<file path="src/rtl/spi_pkg.sv">
// spi_pkg: FSM state encoding and default sizes for the SPI shift engine
package spi_pkg;
   typedef enum logic [1:0] {IDLE = 2'd0, SHIFT = 2'd1, DONE = 2'd2} state_t;
   localparam int DW_DEF = 32;
   localparam int LW_DEF = 5;
endpackage

</file>
<file path="src/rtl/spi_bit_cnt.sv">
// spi_bit_cnt: clearable up-counter with a terminal-match output
module spi_bit_cnt #(
   parameter int W = 6
) (
   input  logic         i_clk,
   input  logic         i_rst,
   input  logic         i_clr,
   input  logic         i_inc,
   input  logic [W-1:0] i_term,
   output logic [W-1:0] o_cnt,
   output logic         o_match
);
   logic [W-1:0] r_cnt;
   always_ff @(posedge i_clk)
      r_cnt <= (i_rst || i_clr) ? '0 : r_cnt + W'(i_inc);
   assign o_cnt   = r_cnt;
   assign o_match = r_cnt == i_term;
endmodule

</file>
<file path="src/rtl/spi_shift_engine.sv">
// spi_shift_engine: SPI character shifter driven by external SCK edge flags.
// Define SPI_LOOPBACK_EN to let I_LOOP feed O_MOSI back into the receive path.
module spi_shift_engine
   import spi_pkg::*;
#(
   parameter int DW = DW_DEF,
   parameter int LW = LW_DEF
) (
   input  logic          I_SYS_CLK,
   input  logic          I_RST,
   input  logic          I_EN,
   input  logic          I_START,
   input  logic          I_CPOL,
   input  logic          I_CPHA,
   input  logic          I_LSB_FIRST,
   input  logic [LW-1:0] I_LEN,
   input  logic [DW-1:0] I_TX_DATA,
   input  logic          I_POS_EDGE,
   input  logic          I_NEG_EDGE,
   input  logic          I_MISO,
   input  logic          I_LOOP,
   output logic          O_GO,
   output logic          O_LAST_CLK,
   output logic          O_MOSI,
   output logic          O_BUSY,
   output logic          O_DONE,
   output logic [DW-1:0] O_RX_DATA
);
   state_t        r_state;
   logic [DW-1:0] r_tx, r_rx_sh, r_rx;
   logic [LW-1:0] r_len;
   logic          r_cpol, r_cpha, r_lsb, r_go, r_busy, r_done, r_mosi;
   logic [LW:0]   w_cnt;
   logic          w_match, w_lead, w_trail, w_sample_edge, w_drive_edge, w_end, w_miso;
   logic [LW-1:0] w_idx, w_first;

   spi_bit_cnt #(.W(LW + 1)) u_cnt (
      .i_clk   (I_SYS_CLK),
      .i_rst   (I_RST),
      .i_clr   (r_state != SHIFT || !I_EN),
      .i_inc   (w_sample_edge),
      .i_term  ({1'b0, r_len}),
      .o_cnt   (w_cnt),
      .o_match (w_match)
   );

   // a simultaneous pair of flags is treated as the leading edge alone
   assign w_lead        = r_cpol ? I_NEG_EDGE : I_POS_EDGE;
   assign w_trail       = (r_cpol ? I_POS_EDGE : I_NEG_EDGE) && !w_lead;
   assign w_sample_edge = r_cpha ? w_trail : w_lead;
   assign w_drive_edge  = r_cpha ? w_lead : w_trail;
   assign w_idx         = r_lsb ? w_cnt[LW-1:0] : r_len - w_cnt[LW-1:0];
   assign w_first       = I_LSB_FIRST ? '0 : I_LEN;
   assign w_end         = r_cpha ? (w_sample_edge && w_match)
                                 : (w_drive_edge && w_cnt == {1'b0, r_len} + (LW + 1)'(1));
`ifdef SPI_LOOPBACK_EN
   assign w_miso = I_LOOP ? r_mosi : I_MISO;
`else
   assign w_miso = I_MISO | (I_LOOP & 1'b0);
`endif

   always_ff @(posedge I_SYS_CLK) begin
      if (I_RST) begin
         r_state <= IDLE;
         r_tx    <= '0;
         r_rx_sh <= '0;
         r_rx    <= '0;
         r_len   <= '0;
         r_cpol  <= 1'b0;
         r_cpha  <= 1'b0;
         r_lsb   <= 1'b0;
         r_go    <= 1'b0;
         r_busy  <= 1'b0;
         r_done  <= 1'b0;
         r_mosi  <= 1'b0;
      end else begin
         r_done <= 1'b0;
         if (!I_EN) begin
            r_state <= IDLE;
            r_go    <= 1'b0;
            r_busy  <= 1'b0;
         end else begin
            case (r_state)
               IDLE: if (I_START) begin
                  r_state <= SHIFT;
                  r_tx    <= I_TX_DATA;
                  r_len   <= I_LEN;
                  r_cpol  <= I_CPOL;
                  r_cpha  <= I_CPHA;
                  r_lsb   <= I_LSB_FIRST;
                  r_rx_sh <= '0;
                  r_go    <= 1'b1;
                  r_busy  <= 1'b1;
                  r_mosi  <= I_CPHA ? r_mosi : I_TX_DATA[w_first];
               end
               SHIFT: begin
                  if (w_sample_edge) r_rx_sh[w_idx] <= w_miso;
                  if (w_drive_edge && !w_end) r_mosi <= r_tx[w_idx];
                  if (w_end) begin
                     r_state <= DONE;
                     r_go    <= 1'b0;
                  end
               end
               DONE: begin
                  r_state <= IDLE;
                  r_rx    <= r_rx_sh;
                  r_done  <= 1'b1;
                  r_busy  <= 1'b0;
               end
               default: r_state <= IDLE;
            endcase
         end
      end
   end

   assign O_GO       = r_go;
   assign O_BUSY     = r_busy;
   assign O_DONE     = r_done;
   assign O_MOSI     = r_mosi;
   assign O_RX_DATA  = r_rx;
   assign O_LAST_CLK = r_state == SHIFT && w_match;
endmodule

</file>
<file path="config.mk">
export PLATFORM = sky130hd
export DESIGN_NAME = spi_shift_engine
export DESIGN_NICKNAME = d
export VERILOG_FILES = /design/src/rtl/spi_pkg.sv /design/src/rtl/spi_bit_cnt.sv /design/src/rtl/spi_shift_engine.sv
export SDC_FILE = /design/constraint.sdc
export NUM_CORES = 1
export LEC_CHECK = 0
export ABC_AREA = 1
export BUFFER_PORTS_ARGS = -buffer_cell sky130_fd_sc_hd__buf_4
export CORE_MARGIN = 5
export CORE_UTILIZATION = 50
export CTS_CLUSTER_SIZE = 28
export DETAILED_ROUTE_END_ITERATION = 7
export GPL_TIMING_DRIVEN = 0
export MAX_ROUTING_LAYER = met4
export PLACE_DENSITY_LB_ADDON = 0.12
export SYNTH_ARGS = -nofsm -noshare
export SYNTH_HDL_FRONTEND = slang
export SYNTH_HIERARCHICAL = 1
export SYNTH_SLANG_ARGS = --single-unit
</file>
<file path="constraint.sdc">
create_clock -name I_SYS_CLK -period 2.6 [get_ports I_SYS_CLK]
set_input_delay 0.52 -clock I_SYS_CLK [delete_from_list [all_inputs] [get_ports I_SYS_CLK]]
set_output_delay 0.52 -clock I_SYS_CLK [all_outputs]
set_load 0.01 [all_outputs]
</file>
==> Yosys cells after proc, flatten, opt, wreduce, memory -nomap -nowiden <==
Index checks and enable logic that the tools add are counted.
{ "op_classes": {"n_reduce_logical": 22, "add_sub_neg": 3, "n_mux": 29, "n_eq_ne": 10, "bitwise_logic": 1, "order_cmp": 3} }
{ "op_table": {"columns": ["operator", "count"], "rows": [
  ["$mux 32", 2],
  ["$pmux 32 s2", 1],
  ["$bwmux 32", 1],
  ["$mux 1", 14],
  ["$lt 5x6->1 const B", 2],
  ["$bmux 1 s5", 2],
  ["$mux 5", 2],
  ["$ne 2x2->1 const B", 4],
  ["$add 5x1->6 const B", 1],
  ["$add 6x1->6", 1],
  ["$eq 6x5->1", 1],
  ["$eq 6x6->1", 1],
  ["$logic_and 1x1->1", 6],
  ["$pmux 1 s2", 3],
  ["$reduce_and 2->1", 3],
  ["$reduce_and 3->1", 2],
  ["$demux 1 s5", 1],
  ["$ge 5x1->1 const B", 1],
  ["$reduce_and 5->1", 1],
  ["$sub 5x5->5", 1],
  ["$mux 2", 2],
  ["$ne 2x1->1 const B", 2],
  ["$pmux 2 s2", 1],
  ["$reduce_and 4->1", 1],
  ["other kinds (8)", 12]
]} }
{ "word_totals": {"in_bits": 48, "out_inout_bits": 37, "register_bits": 116, "elab_cells": 81} }

==> Depth between registers and ports, before layout <==
Gate-level depths: netlist of run 1.
{ "logic_depth": {"depth_word": 10, "depth_mapped": 18, "mapped_depth_nobuf": 18} }

==> Modules after synthesis <==
Netlist of run 1, hierarchy kept.
{ "by_module_without_submodules": {"columns": ["mod", "seq_area_each_um2", "instances", "area_per_inst_um2", "cells_each"], "rows": [
  ["spi_shift_engine", 2202.1, 1, 5694.2, 876],
  ["spi_bit_cnt", 120.1, 1, 362.8, 59]
]} }

==> Worst setup path before layout of run 1 <==
Ideal clock, no wire load.
{ "synth_path": {"path_type": "register to register", "startpoint": "register u_cnt.r_cnt[0] (netlist: u_cnt/o_cnt[0])", "endpoint": "register r_mosi (netlist: O_MOSI)", "setup_slack_ns": 0.391, "t_required_ns": 2.469, "stages_incl_launch_ff": 17, "period_less_slack_ns": 2.209, "arrival_time_ns": 2.078, "path_cell_list": "dfxtp_1 > ha_1 > inv_1 > fa_1 > inv_1 > o21ai_4 > buf_6 > nor2_4 > buf_6 > nand2_1 > nand3_1 > nand2_1 > nand2_1 > a21oi_1 > nand2_1 > nand2_1 > a21oi_2"} }
{ "synth_between": {"elab_chain_cells": 7, "elab_cells_between_ends": 15, "cone_classes": "add/sub: 1; eq/ne: 3; mux: 6; reduce/logical: 5"} }
{ "synth_rtl": {"columns": ["element", "line", "source"], "rows": [
  ["start, declared", "spi_bit_cnt.sv:13", "logic [W-1:0] r_cnt;"],
  ["start signal, assigned", "spi_bit_cnt.sv:15", "r_cnt <= (i_rst || i_clr) ? '0 : r_cnt + W'(i_inc);"],
  ["branches (longest 7 deep; another with $sub 5x5->5)", null, null],
  ["end signal, assigned", "spi_shift_engine.sv:94", "r_mosi <= I_CPHA ? r_mosi : I_TX_DATA[w_first];"],
  ["end signal, assigned", "spi_shift_engine.sv:98", "if (w_drive_edge && !w_end) r_mosi <= r_tx[w_idx];"],
  ["end, declared", "spi_shift_engine.sv:32", "logic r_cpol, r_cpha, r_lsb, r_go, r_busy, r_done, r_mosi;"]
]} }
Several ways; the timed one is not identified. The select of a mux whose other input is x is not followed.
A chain may end at the register's enable or synchronous reset.

==> Worst setup path in the final report of run 1 <==
{ "layout_path": {"startpoint": "register r_len[0]", "endpoint": "register r_mosi (netlist: O_MOSI)"} }
{ "layout_between": {"elab_chain_cells": 8, "elab_cells_between_ends": 16, "cone_classes": "add/sub: 2; eq/ne: 3; mux: 6; reduce/logical: 5"} }
{ "layout_rtl": {"columns": ["element", "line", "source"], "rows": [
  ["start, declared", "spi_shift_engine.sv:31", "logic [LW-1:0] r_len;"],
  ["start signal, assigned", "spi_shift_engine.sv:68", "r_len <= '0;"],
  ["start signal, assigned", "spi_shift_engine.sv:87", "r_len <= I_LEN;"],
  ["branches (longest 8 deep; another with $sub 5x5->5)", null, null]
]} }
Several ways; the timed one is not identified. The select of a mux whose other input is x is not followed.

==> reports/results.ini, run 1 <==
[critical_path]
startpoint_type=flip-flop
worstPathRequired_ps=2890
worstPathArrival_ps=2690
crit_path_max_fanout=10
worst_setup_path_end_kind=flip-flop
setup.worst_path.class=reg2reg

[timing]
final.setup_skew_ps=11.5
worst_hold_slack_ps=351
tns_ps=0
worst_pin_slew_ps=562
setup_viol=0
max_slew_margin_pct=62.4
final_max_slew_viol_count=0
fmax_mhz=417
period_share_pct=92.2
grt_setup_unrepaired=false
hold_viol=0
period_needed_ps=2400

[placed_design]
dp_cells=1165
dpl_cell_area_um2=6860
port_buffers=82
dpl.hpwl_um=12200
routabilityCongestion=0.888

[logic_synthesis]
ys_async_sr_fraction_pct=0
synth-edff-count=0
syn_inst=935
syn_avg_cell_area_um2=6.48
yosysTopAreaCell=dfxtp_1
synth.distinct_cells=36
synth_area_um2=6060
synth.area.top_cells=dfxtp_1, nand2_1, a21oi_1
synth.most_common_cell=nand2_1
synth_top_area_share_pct=38.3
synth_commonest_cells=nand2_1, dfxtp_1, a21oi_1, nand3_1, inv_1
ys_seq_area_share_pct=38.3
ys_ff_latch=116
synth_ff_type=dfxtp_1
yosysWarningCount=6

[floorplan]
die-height_um=120
start_util_pct=50.6
rows=40
die_area_um2=14400
io_pins=85
fp.coreArea_um2=12000
die_x_um=120

[clocking]
cts_sinks=116
cts_tree=built
clockRootBuffer=clkbuf_16
cts_buffer_depth=2
cts_max_level=4
clk_pin_slew_ps=50
cts_buffers=17
clk_latency_ps=430
hold_buffers=0

[grt]
grt_max_degree=17
grt_first_pass_wirelength_um=27600
grt_antenna_before_repair=0
grt_use_total_pct=24.4
grt_overflow=0
grt_pass1_vias=5797

[worst_hold_path]
hp-class=in2reg

[flow_run]
maxCapViolCount=0

[route]
drt-pass1-iter-count=6
vias=6187
drc=0
wl_per_cell_um=14.0
drt_iter0_drc=625
finalWirelength_um=16800
ant_nets=0
vias_per_cell=5.16

[layout]
drive_above_1_share_pct=16.3
fin_nets=1096
fin_area_um2=7570
area_growth_pct=24.9
diodes=0
final_cells=1199

[pwr]
peakVddDrop_v=0.000362
cellPowerDensity_nw_per_um2=674
power_mw=5.10
p_leak_nw=3.23

[outcome]
status=finished clean

-- flip-flops by register name (all words and copies together) (netlist names) --
signal and flops:
O_GO 1, r_cpol 1, r_lsb 1, O_DONE 1, O_RX_DATA 32, O_MOSI 1, r_len 5, r_state 2
r_cpha 1, O_BUSY 1, u_cnt/o_cnt 6, r_rx_sh 32, r_tx 32
-- per-layer routing --
metal,track usage [%],share of wire (%)
met1,31.9,47
met2,37.3,45
met3,5.75,6.7
met4,8.30,1.8
met5,-,0
-- cell type report --
type	instances	area, um2
multi-input combinational	686	3200
tap	147	184
inverter	86	325
timing repair buffer	85	651
fill	1185	4400
clock inverter	9	176
clock buffer	22	464
sequential	116	2330
buffer	48	240
-- power by group --
group          internal, mW  total [mW]  switching, mW
Combinational         0.239       0.699          0.460
Sequential             1.83        1.86         0.0317
Clock                  1.74        2.54          0.799
-- per-stage QoR --
step                utilization [%]  worst slack (ps)
floorplan                         -               391
global placement               57.4              82.5
detailed placement             57.4              79.6
CTS                            62.7              63.5
global route                   63.3              15.2
finish                         63.3               203
-- worst paths after layout --
kind / from / to / slack, ps / depth (start not counted)
max reg2reg: r_len[0] / O_MOSI / 200 / 17
max: r_len[0] / O_MOSI / 200 / 17
min reg2reg: r_tx[7] / r_tx[7] / 450 / 2
min: I_TX_DATA[17] / r_tx[17] / 350 / 3
-- critical path, cell delays in order, from the launching register on --
cell     delay [ps]
dfxtp_2         340
inv_1            80
ha_1            140
inv_1            60
fa_1            480
inv_1            70
o21ai_4         170
buf_6           170
nor2_4           50
buf_6           150
nand2_1          60
nand3_1          70
nand2_1          50
nand2_1          50
a21oi_1         130
nand2_1          80
nand2_1          80
a21oi_2          50
-- cell families after synthesis --
group / share of synthesized area (%)
AOI/OAI and AO/OA: 15.2
and+or+nand+nor: 34.7
DFF: 38.3
buffers and inverters: 9.34
adders and majority gates: 1.78
other: 0.0619
xor gates and xnor gates: 0.578
-- what timing repair did --
action	in CTS	in global routing
setup endpoints to repair	0	33
buffers inserted	0	3
gates resized for setup	0	13
-- cell usage in the layout, fill, tap and decap left out, types with 10 or more instances in the layout --
master	instances
clkbuf_1	34
buf_4	86
o21ai_0	55
nor2_4	10
clkbuf_16	17
o21ai_1	10
a21oi_1	107
nand2_1	305
nand3_1	89
nor2_1	69
dfxtp_1	112
inv_1	77
Note: power is estimated with default switching activity, not from simulation.
==> inputs of run 2 (changes only) <==
ABC_AREA = default   (was 1)
==> run 2 against run 1 <==
Die area decreased by 6.4%. Final cell count decreased by 18%. Combinational power decreased by 22%. Sequential cell count unchanged. Clock power increased by 2%.
==> reports/results.ini, run 2 <==
[outcome]
status=finished clean

[critical_path]
crit_family=compound AO/OA/AOI/OAI gates
worst_setup_path_end_kind=flip-flop
worstPathArrival_ps=2900
critPathMaxStageDelay_ps=560
setup.worst_path.class=reg2reg
cp_cell_sequence=inv_2 > ha_4 > inv_2 > fa_2 > inv_2 > o21ai_4 > mux4_2 > a2111o_1 > a311oi_2 > o31ai_1
slowest_stage=fa_2
critPathBufInv=3
crit_path_max_fanout=4
worstPathRequired_ps=2920
crit_top_cell=inv_2
startpoint_type=flip-flop

[route]
vias=5637
wl_per_cell_um=17.3
drt_iter0_drc=632
drc=0
vias_per_cell=5.73
drt-pass1-iter-count=6
ant_nets=0
finalWirelength_um=17000

[clocking]
clk_pin_slew_ps=60
cts_sinks=116
cts_buffers=17
cts_buffer_depth=2
cts_tree=built
cts_max_level=4
clk_latency_ps=420
hold_buffers=0
clockRootBuffer=clkbuf_16

[logic_synthesis]
synth_top_family_by_area=simple AND/OR/NAND/NOR gates
yosysWarningCount=6
synth_area_um2=5640
synth_top_area_share_pct=41.2
synth_commonest_cells=nand2_1, a21oi_1, dfxtp_1, clkbuf_1
syn_inst=724
synth_fa_ha_area_share_pct=1.91
ys_async_sr_fraction_pct=0
synth.area.top_cells=dfxtp_1, nand2_1, a21oi_1
synth_compound_area_share_pct=21.2
syn_avg_cell_area_um2=7.79
synth.most_common_cell=nand2_1
ys_ff_latch=116
synth_ff_type=dfxtp_1
yosysTopAreaCell=dfxtp_1
synth_mux_area_share_pct=4.68
ys_seq_area_share_pct=41.2
synth.distinct_cells=58
synth-edff-count=0
yosys.area_share.simple_pct=24.0
synthXorXnorAreaFrac_pct=2.95
postSynthNetCount=780

[timing]
hold_viol=0
period_share_pct=99.4
worst_pin_slew_ps=630
final_max_slew_viol_count=0
period_needed_ps=2590
final.setup_skew_ps=5.47
max_slew_margin_pct=58.0
grt_setup_unrepaired=true
setup_viol=0
fmax_mhz=387

[grt]
grt_overflow=0
grt_first_pass_wirelength_um=27200
grt_max_degree=17
grt_antenna_before_repair=0
grt_pass1_vias=5414
grt_use_total_pct=27.0

[floorplan]
rows=38
fp.coreArea_um2=10900
die_x_um=116
io_pins=85
start_util_pct=51.5
die-height_um=116
die_area_um2=13500

[placed_design]
dpl.hpwl_um=12300
routabilityCongestion=0.910
dp_cells=946
port_buffers=82

[layout]
final_cell_mix=nand2_1, a21oi_1, dfxtp_1, buf_4, clkbuf_1
final_common_cell=nand2_1
final_cells=984
diodes=0
fillCellCount=927
utilization_pct=67.0
drive_above_1_share_pct=20.6
fin_nets=889
area_growth_pct=29.9

[pwr]
peakVddDrop_v=0.000756
p_leak_nw=2.76
cellPowerDensity_nw_per_um2=678
power_mw=4.97

[worst_hold_path]
hp-class=in2reg

[flow_run]
maxCapViolCount=0

## run 2: cell count changes after synthesis, moves of 12 or more
cell,change
nand2_1,-104
nand3_1,-72
inv_1,-68
nor2_1,-60
o21ai_0,-35
and2_1,+20
o211ai_1,+19
a21oi_1,+12
clkbuf_1,+12
nor2b_1,+12
## run 2: area by class of cell
| type | instances | area [um2] | share of cell area (%) |
|---|---|---|---|
| Tap cell | 140 | 175 | 2.39 |
| Timing Repair Buffer | 91 | 683 | 9.33 |
| Clock buffer | 21 | 470 | 6.43 |
| Multi-Input combinational cell | 551 | 3230 | 44.1 |
| Sequential cell | 116 | 2340 | 32.0 |
| Inverter | 9 | 33.8 | 0.461 |
| Buffer | 47 | 209 | 2.85 |
| Clock inverter | 9 | 176 | 2.41 |
## run 2: final timing paths
kind / startpoint / end / slack, ps / cells after the start
max reg2reg: r_len[0] / O_MOSI / 10 / 10
max: r_len[0] / O_MOSI / 10 / 10
min reg2reg: r_rx_sh[5] / O_RX_DATA[5] / 450 / 2
min: I_RST / u_cnt/o_cnt[3] / 310 / 2
## run 2: routing by layer
metal  vias to the layer above  routed length (um)  part of all wire (%)  global-route usage, %
li1                       2727                   -                     -                      -
met1                      2617                7560                    44                   35.3
met2                       244                7700                    45                   40.1
met3                        49                1280                   7.5                   7.46
met4                         0                 487                   2.9                   9.74
met5                         -                   0                     0                      -
## run 2: kinds of logic after synthesis
kind of cell | Yosys count
compound gates | 202
xor+xnor | 19
fa+ha+maj | 8
buf+inv | 57
flops | 116
mux | 17
other cells | 1
simple gates | 304
## run 2: stage by stage
stage	TNS, ps	cell area [um2]	hold WS, ps	setup WS, ps
2_1_floorplan	0	5640	427	11.2
3_3_place_gp	-11730	6430	440	-536
3_5_place_dp	-12910	6430	439	-563
4_1_cts	0	7270	305	2.59
5_1_grt	-21.8	7320	313	-21.8
6_report	0	7320	314	14.7
## run 2: repair_timing
action                     4_1_cts  5_1_grt
buffers inserted                 7        2
gates resized for setup         33       21
pin swaps                        8        4
hold endpoints to repair         0        0
cloned                           0        0
setup endpoints to repair       33       32
## run 2: power breakdown
group / internal (mW) / switching [mW]
clock network: 1.76 / 0.826
registers: 1.81 / 0.0274
logic: 0.224 / 0.321
==> inputs of run 3 (changes only) <==
REMOVE_ABC_BUFFERS = 1   (was default)
==> run 3 against run 2 <==
Utilization shrank 1.3 points. Power shrank 4.1%. Register-to-register slack is essentially flat. Final cell count shrank 4.1%. Largest power group unchanged. Sequential power is essentially flat. Clock skew grew 3.1 ps. First-iteration DRC count shrank 30%. Non-clock buffer count shrank 41. Critical path type unchanged. Fmax shrank 0.17%. Sequential cell count is the same. Routed wire length shrank 11%.
==> reports/results.ini, run 3 (synthesis gave the netlist of run 2 again) <==
[route]
finalWirelength_um=15200
drt_iter0_drc=444
vias=5320
wl_per_cell_um=16.1
drc=0
drt-pass1-iter-count=5
vias_per_cell=5.64
ant_nets=0

[floorplan]
die_area_um2=13500
die_x_um=116
io_pins=85
die-height_um=116
start_util_pct=51.5
rows=38
fp.coreArea_um2=10900

[pwr]
cellPowerDensity_nw_per_um2=664
peakVddDrop_v=0.000335
p_leak_nw=2.69

[timing]
setup_viol=0
grt_setup_unrepaired=true
hold_viol=0
final_max_slew_viol_count=0
final.setup_skew_ps=8.58
fmax_mhz=386
period_share_pct=99.6
period_needed_ps=2590
tns_ps=0
setup_ws_ps=10.4
max_slew_margin_pct=22.8
worst_pin_slew_ps=1160

[grt]
use_met2_pct=37.2
grt_antenna_before_repair=0
grt_use_total_pct=23.6
grt_overflow=0
grt_use_met1_pct=30.0
top_usage_layer=met2
grt_first_pass_wirelength_um=24700
grt_pass1_vias=5142
gr-usage-met3_pct=4.87
grt_max_degree=116

[critical_path]
crit_path_max_fanout=7
timing.rr.start=u_cnt/o_cnt[1]
cp-startpoint=u_cnt/o_cnt[1]
worstPathArrival_ps=2880
worstPathRequired_ps=2890
startpoint_type=flip-flop
reg2reg_to=O_MOSI
setup.worst_path.class=reg2reg
worst-r2r-setup-slack_ps=10
worst_setup_path_end_kind=flip-flop
critPathCapture=O_MOSI
ff2ff_path_depth=8

[clocking]
cts_buffers=17
cts_max_level=4
hold_buffers=0
cts_tree=built
clk_latency_ps=420
clockRootBuffer=clkbuf_16
clk_pin_slew_ps=50
cts_sinks=116
cts_buffer_depth=2

[layout]
final_common_cell=nand2_1
utilization_pct=65.7
area_growth_pct=27.4
fin_area_um2=7180
final_cell_mix=nand2_1, a21oi_1, dfxtp_1, buf_4, o21ai_0
final_cells=944
fin_nets=848
diodes=0
drive_above_1_share_pct=22.4

[placed_design]
dpl_cell_area_um2=6290
post-place-ws_ps=-1090
dp_cells=900
dpl.hpwl_um=10100
port_buffers=83
routabilityCongestion=0.872

[worst_hold_path]
hp-class=in2reg

[flow_run]
maxCapViolCount=0

[outcome]
status=finished clean

-- run 3: layer usage --
layer / wire (um) / up-vias
li1: - / 2639
met1: 6790 / 2503
met2: 7360 / 153
met3: 798 / 25
met4: 238 / 0
met5: 0 / -
-- run 3: per-stage QoR --
step	hold slack [ps]	total power, mW
final	352	4.77
after global routing	349	4.93
after CTS	345	4.74
after detailed placement	443	2.33
after global placement	437	2.31
after floorplan	421	2.13
-- run 3: worst max-delay path, stage by stage, from the launching register on --
cell and delay (ps):
dfxtp_2 440, inv_1 120, fa_2 580, inv_2 60
o21ai_4 180, mux4_2 340, a2111o_1 400, a311oi_2 240
o31ai_1 110
-- run 3: repair_timing --
item	in CTS	in global routing
buffers inserted	6	7
pin swaps	6	14
setup endpoints to repair	33	33
gates resized for setup	21	24
-- run 3: cell type report --
class	count	area (um2)
Inverter	9	36.3
Sequential cell	116	2340
Tap cell	140	175
Timing Repair Buffer	97	772
Fill cell	950	3750
Clock inverter	12	155
Clock buffer	19	453
Multi-Input combinational cell	551	3250
-- run 3: how the worst min path moves through the flow --
stage,start,end,slack [ps],cells past startpoint
6_report,I_CPOL,r_cpol,350,3
3_5_place_dp,r_tx[25],r_tx[25],440,2
3_3_place_gp,r_tx[29],r_tx[29],440,2
2_1_floorplan,r_rx_sh[4],O_RX_DATA[4],420,2
4_1_cts,I_CPOL,r_cpol,340,3
5_1_grt,I_CPOL,r_cpol,350,3
-- run 3: report_power, final --
| part | internal (mW) | switching, mW | leakage (nW) |
|---|---|---|---|
| clock network | 1.55 | 0.842 | 0.283 |
| logic | 0.232 | 0.302 | 1.47 |
| registers | 1.81 | 0.0299 | 0.943 |
| total | 3.59 | 1.17 | 2.69 |
